File: src/rtl/qshift_fifo_fwft.sv
// First-word-fall-through FIFO: non-reset shift-register storage feeding one
// registered head stage, with occupancy count, programmable flags and error pulses.
module qshift_fifo_fwft #(
  parameter int FIFO_WIDTH        = 32,
  parameter int FIFO_DEPTH        = 16,
  parameter int PROG_FULL_THRESH  = 12,
  parameter int PROG_EMPTY_THRESH = 2,
  localparam int CW = $clog2(FIFO_DEPTH + 1)
) (
  input  logic                  i_clk,
  input  logic                  i_rst_n,
  input  logic [FIFO_WIDTH-1:0] i_din,
  input  logic                  i_wr_en,
  input  logic                  i_rd_en,
  output logic [FIFO_WIDTH-1:0] o_dout,
  output logic                  o_valid,
  output logic                  o_empty,
  output logic                  o_full,
  output logic                  o_prog_full,
  output logic                  o_prog_empty,
  output logic [CW-1:0]         o_count,
  output logic                  o_overflow,
  output logic                  o_underflow
);

  localparam int SD = FIFO_DEPTH - 1;
  localparam int AW = (SD > 1) ? $clog2(SD) : 1;
  localparam logic [CW-1:0] FULL_C = CW'(FIFO_DEPTH);
  localparam logic [CW-1:0] PF_C   = CW'(PROG_FULL_THRESH);
  localparam logic [CW-1:0] PE_C   = CW'(PROG_EMPTY_THRESH);
  localparam logic [CW-1:0] ONE_C  = {{(CW-1){1'b0}}, 1'b1};

  if (FIFO_WIDTH < 1) begin : g_bad_width
    $error("qshift_fifo_fwft: FIFO_WIDTH must be >= 1");
  end
  if (FIFO_DEPTH < 2 || FIFO_DEPTH > 256) begin : g_bad_depth
    $error("qshift_fifo_fwft: FIFO_DEPTH must be 2..256");
  end
  if (PROG_FULL_THRESH < 1 || PROG_FULL_THRESH > FIFO_DEPTH) begin : g_bad_pf
    $error("qshift_fifo_fwft: PROG_FULL_THRESH must be 1..FIFO_DEPTH");
  end
  if (PROG_EMPTY_THRESH < 0 || PROG_EMPTY_THRESH > FIFO_DEPTH - 1) begin : g_bad_pe
    $error("qshift_fifo_fwft: PROG_EMPTY_THRESH must be 0..FIFO_DEPTH-1");
  end

  logic [FIFO_WIDTH-1:0] mem_r [SD];
  logic [FIFO_WIDTH-1:0] dout_r;
  logic                  valid_r;
  logic [CW-1:0]         count_r;
  logic                  full_r;
  logic                  prog_full_r;
  logic                  prog_empty_r;
  logic                  overflow_r;
  logic                  underflow_r;

  logic                  rd_acc_s;
  logic                  wr_acc_s;
  logic [CW-1:0]         s_cnt_s;
  logic [CW-1:0]         s_last_s;
  logic                  bypass_s;
  logic                  load_s;
  logic                  shift_s;
  logic [AW-1:0]         rd_addr_s;
  logic [CW-1:0]         count_nxt_s;

  // Accept decode, head-stage load decision and next occupancy
  always_comb begin
    rd_acc_s    = i_rd_en & valid_r;
    wr_acc_s    = i_wr_en & (~full_r | rd_acc_s);
    s_cnt_s     = count_r - {{(CW-1){1'b0}}, valid_r};
    s_last_s    = s_cnt_s - ONE_C;
    bypass_s    = (s_cnt_s == {CW{1'b0}});
    load_s      = (~valid_r | rd_acc_s) & (~bypass_s | wr_acc_s);
    // A bypassed write goes straight to the head and never touches storage
    shift_s     = wr_acc_s & ~(load_s & bypass_s);
    count_nxt_s = count_r + {{(CW-1){1'b0}}, wr_acc_s} - {{(CW-1){1'b0}}, rd_acc_s};
    if (bypass_s) begin
      rd_addr_s = {AW{1'b0}};
    end else begin
      rd_addr_s = s_last_s[AW-1:0];
    end
  end

  // Storage shift array, intentionally not reset so it maps onto SRL primitives
  always_ff @(posedge i_clk) begin
    if (shift_s) begin
      for (int i = SD - 1; i > 0; i--) begin
        mem_r[i] <= mem_r[i-1];
      end
      mem_r[0] <= i_din;
    end
  end

  // Head stage, occupancy, flags and error pulses
  always_ff @(posedge i_clk or negedge i_rst_n) begin
    if (!i_rst_n) begin
      dout_r       <= {FIFO_WIDTH{1'b0}};
      valid_r      <= 1'b0;
      count_r      <= {CW{1'b0}};
      full_r       <= 1'b0;
      prog_full_r  <= 1'b0;
      prog_empty_r <= 1'b1;
      overflow_r   <= 1'b0;
      underflow_r  <= 1'b0;
    end else begin
      if (load_s) begin
        dout_r <= bypass_s ? i_din : mem_r[rd_addr_s];
      end
      valid_r      <= load_s | (valid_r & ~rd_acc_s);
      count_r      <= count_nxt_s;
      full_r       <= (count_nxt_s == FULL_C);
      prog_full_r  <= (count_nxt_s >= PF_C);
      prog_empty_r <= (count_nxt_s <= PE_C);
      overflow_r   <= i_wr_en & full_r & ~rd_acc_s;
      underflow_r  <= i_rd_en & ~valid_r;
    end
  end

  assign o_dout       = dout_r;
  assign o_valid      = valid_r;
  assign o_empty      = ~valid_r;
  assign o_full       = full_r;
  assign o_prog_full  = prog_full_r;
  assign o_prog_empty = prog_empty_r;
  assign o_count      = count_r;
  assign o_overflow   = overflow_r;
  assign o_underflow  = underflow_r;

endmodule

File: config.mk
export PLATFORM = sky130hd
export DESIGN_NAME = qshift_fifo_fwft
export DESIGN_NICKNAME = d
export VERILOG_FILES = /design/src/rtl/qshift_fifo_fwft.sv
export SDC_FILE = /design/constraint.sdc
export NUM_CORES = 1
export LEC_CHECK = 0
export BUFFER_PORTS_ARGS = -buffer_cell sky130_fd_sc_hd__buf_2
export CAP_MARGIN = 10
export CORE_ASPECT_RATIO = 1.1
export CORE_MARGIN = 4
export CORE_UTILIZATION = 62
export DETAILED_ROUTE_END_ITERATION = 8
export GPL_TIMING_DRIVEN = 0
export PLACE_DENSITY = 0.85
export SYNTH_ARGS = -nofsm -noshare
export SYNTH_HDL_FRONTEND = slang
export SYNTH_SLANG_ARGS = --single-unit
File: constraint.sdc
create_clock -name i_clk -period 30.5 [get_ports i_clk]
set_input_delay 9.15 -clock i_clk [delete_from_list [all_inputs] [get_ports i_clk]]
set_output_delay 9.15 -clock i_clk [all_outputs]
set_load 0.02 [all_outputs]
==> metrics <==
vias in the first global route 14800; total negative slack 0 ns; largest stage delay on the critical path 0.73 ns; fin nets 1574; min-delay src mem_r[6][10]; Synth warnings 0; Core Box Area 0.0335 mm2; die footprint 0.0373 mm2; Crit path depth 14; total nets after synthesis 1422; Async SR Flop Fraction 0.0822; Final GP Congestion 0.876; critical path class primary input to flop; Max Cap Viol 0; First DRT Iteration DRCs 2255; Slew HR 0.189; critical path cell sequence buf_2 -> nand2_1 -> a21boi_0 -> inv_1 -> clkbuf_1 -> a21oi_4 -> buf_16 -> buf_16 -> buf_16 -> buf_16 -> buf_16 -> buf_16 -> buf_12 -> buf_12; Hold Buf Count CTS 0; worst-margin pin slew 1.22 ns; flops & latches, synth 523; slowest stage cell, crit path a21oi_4; Final Hold Violating Endpoints 0; cell count after synthesis 1374; R2R Path End mem_r[7][25]; fmax 77.4 MHz; Via density 7.29; fill cell count 1897; # IOs 80; most frequent cells in the layout edfxtp_1, buf_2, o21ai_0, nor2_1, a21oi_1; endpoint class of the critical path flop; antenna-violating nets left 0; crit path launch i_rd_en; dpl cells 1905; CTS max path bufs 3; H-tree Lvls 2; top-area cell type share of the netlist area 0.678; post-synth cell types 75; Synth area leader edfxtp_1; status complete, no violations; skew final 0.0176 ns; CP Data Arrival Time 13.18 ns; max-slew violation count 0; setup bufs post-CTS 0; clock transition at the registers of the reported paths 0.07 ns; Cell Count, Final, Fillers Out 2001; starting density of the core 0.634; CTS tree done; Synth area leaders edfxtp_1, dfrtp_1, o221a_2; Hold Path Class flop to flop; synthesized area per cell 15.5 um2; routed via count 14600; port bufs 79; CP endpoint mem_r[7][25]; share of layout cells above drive strength 1 0.198; total grt overflow 0; DRT Pass-1 Iters 6; Row Count 70; flop-to-flop setup slack 25.59 ns; first-pass GRT wire length 86500 um; post-detail-place hpwl 35800 um; most used cell along the critical path buf_16; most common cell after layout, fill and taps aside edfxtp_1; Num CTS Buffers 50; RSZ-0062 raised after global routing false; antenna violations before repair 0; critical path fanouts, max 33; Clk Tree Root Cell clkbuf_16; final period utilization 0.424; largest net degree at the start of global routing 44; total track usage 0.302; routed length per placed instance 28.5 um; routed wire length 57100 um; Top FF cell, synth edfxtp_1; Layout area overhead 15.3%; Resize count post-CTS 0; sequential area share after synthesis 0.729; R2R Path Start o_valid; Hold Path Depth 0; Skew-Pair Late Insertion Delay 0.58 ns; post-layout minimum cycle time 12.92 ns; EDFF count, synth 480; Remaining DRCs 0; worst endpoint required time 30.77 ns; Setup-failing EPs final 0; Crit path max-delay family buffers and inverters; chip width 185 um; Buf/Inv on CP 11; Chip Height 202 um; CTS sink cnt 523; Cell Area, Synth 0.0213 mm2; CP Launch Type primary input; r2r worst-path depth 16
-- synthesized netlist by cell type, types with 3 or more instances --
| cell type | count |
|---|---|
| nand2_1 | 30 |
| nor2_1 | 80 |
| o32ai_1 | 16 |
| o211ai_1 | 38 |
| nor2b_1 | 4 |
| buf_6 | 5 |
| a221oi_2 | 9 |
| buf_4 | 4 |
| o21ai_1 | 4 |
| edfxtp_1 | 480 |
| ha_1 | 11 |
| nand4_1 | 10 |
| a211oi_1 | 23 |
| buf_2 | 27 |
| mux2_2 | 7 |
| o32a_1 | 3 |
| buf_1 | 8 |
| nand3_1 | 38 |
| o31ai_1 | 11 |
| dfrtp_1 | 42 |
| mux2i_1 | 64 |
| inv_1 | 33 |
| a31oi_1 | 4 |
| xnor2_1 | 5 |
| a22o_1 | 18 |
| o221a_2 | 57 |
| a221oi_1 | 7 |
| nor3_1 | 3 |
| a22oi_1 | 12 |
| o22ai_1 | 34 |
| a21oi_1 | 79 |
| clkbuf_1 | 53 |
| a221o_1 | 16 |
| o21ai_0 | 86 |
-- how the worst min path moves through the flow --
| stage | to | slack, ns |
|---|---|---|
| 5_1_grt | mem_r[7][10] | 0.46 |
| 2_1_floorplan | mem_r[9][14] | 0.42 |
| 4_1_cts | mem_r[11][30] | 0.44 |
| 3_3_place_gp | mem_r[9][20] | 0.43 |
| 6_report | mem_r[7][10] | 0.44 |
| 3_5_place_dp | mem_r[9][20] | 0.43 |
-- final cells by class --
cell class	instances	area [um2]	area share
buffer	97	450	0.0184
multi-input combinational	720	5210	0.212
clock buffer	62	1360	0.0553
timing repair buffer	100	913	0.0372
antenna	1	2.50	0.000102
inverter	34	128	0.00520
tap	432	541	0.0220
sequential	523	15500	0.632
clock inverter	32	435	0.0178
-- cells by family (layout without fill, tap and decap cells) --
| group | after synthesis | after routing | synth area share |
|---|---|---|---|
| flops | 523 | 523 | 0.729 |
| buf+inv | 131 | 325 | 0.0272 |
| other cells | 0 | 1 | 0 |
| fa+ha+maj | 12 | 12 | 0.00741 |
| xor+xnor | 9 | 9 | 0.00530 |
| simple gates | 177 | 177 | 0.0379 |
| mux | 74 | 74 | 0.0360 |
| compound gates | 448 | 448 | 0.158 |
-- state kept, by name (all words and copies together), names as in the netlist --
name,count
o_underflow,1
o_overflow,1
o_prog_full,1
o_dout,32
mem_r,480
o_count,5
o_full,1
o_valid,1
o_prog_empty,1
-- per-stage QoR --
| stage | util | area, um2 | hold WS, ns | worst slack, ns |
|---|---|---|---|---|
| after floorplan | - | 21300 | 0.419 | 6.96 |
| after global placement | 0.662 | 22200 | 0.426 | 2.09 |
| after detailed placement | 0.677 | 22700 | 0.431 | 17.23 |
| after CTS | 0.730 | 24500 | 0.442 | 17.76 |
| after global routing | 0.731 | 24500 | 0.455 | 17.47 |
| final | 0.731 | 24500 | 0.443 | 17.58 |
-- routing by layer --
metal	wire length [um]	vias up	track usage
met4	3610	0	0.162
met1	19600	7057	0.395
met2	27100	1357	0.479
met5	0	-	0
met3	6810	312	0.0632
li1	-	5853	-
Power is left out: the tool's default activity adds up to more than one toggle a clock period on the data nets, which glitch-free logic cannot reach.
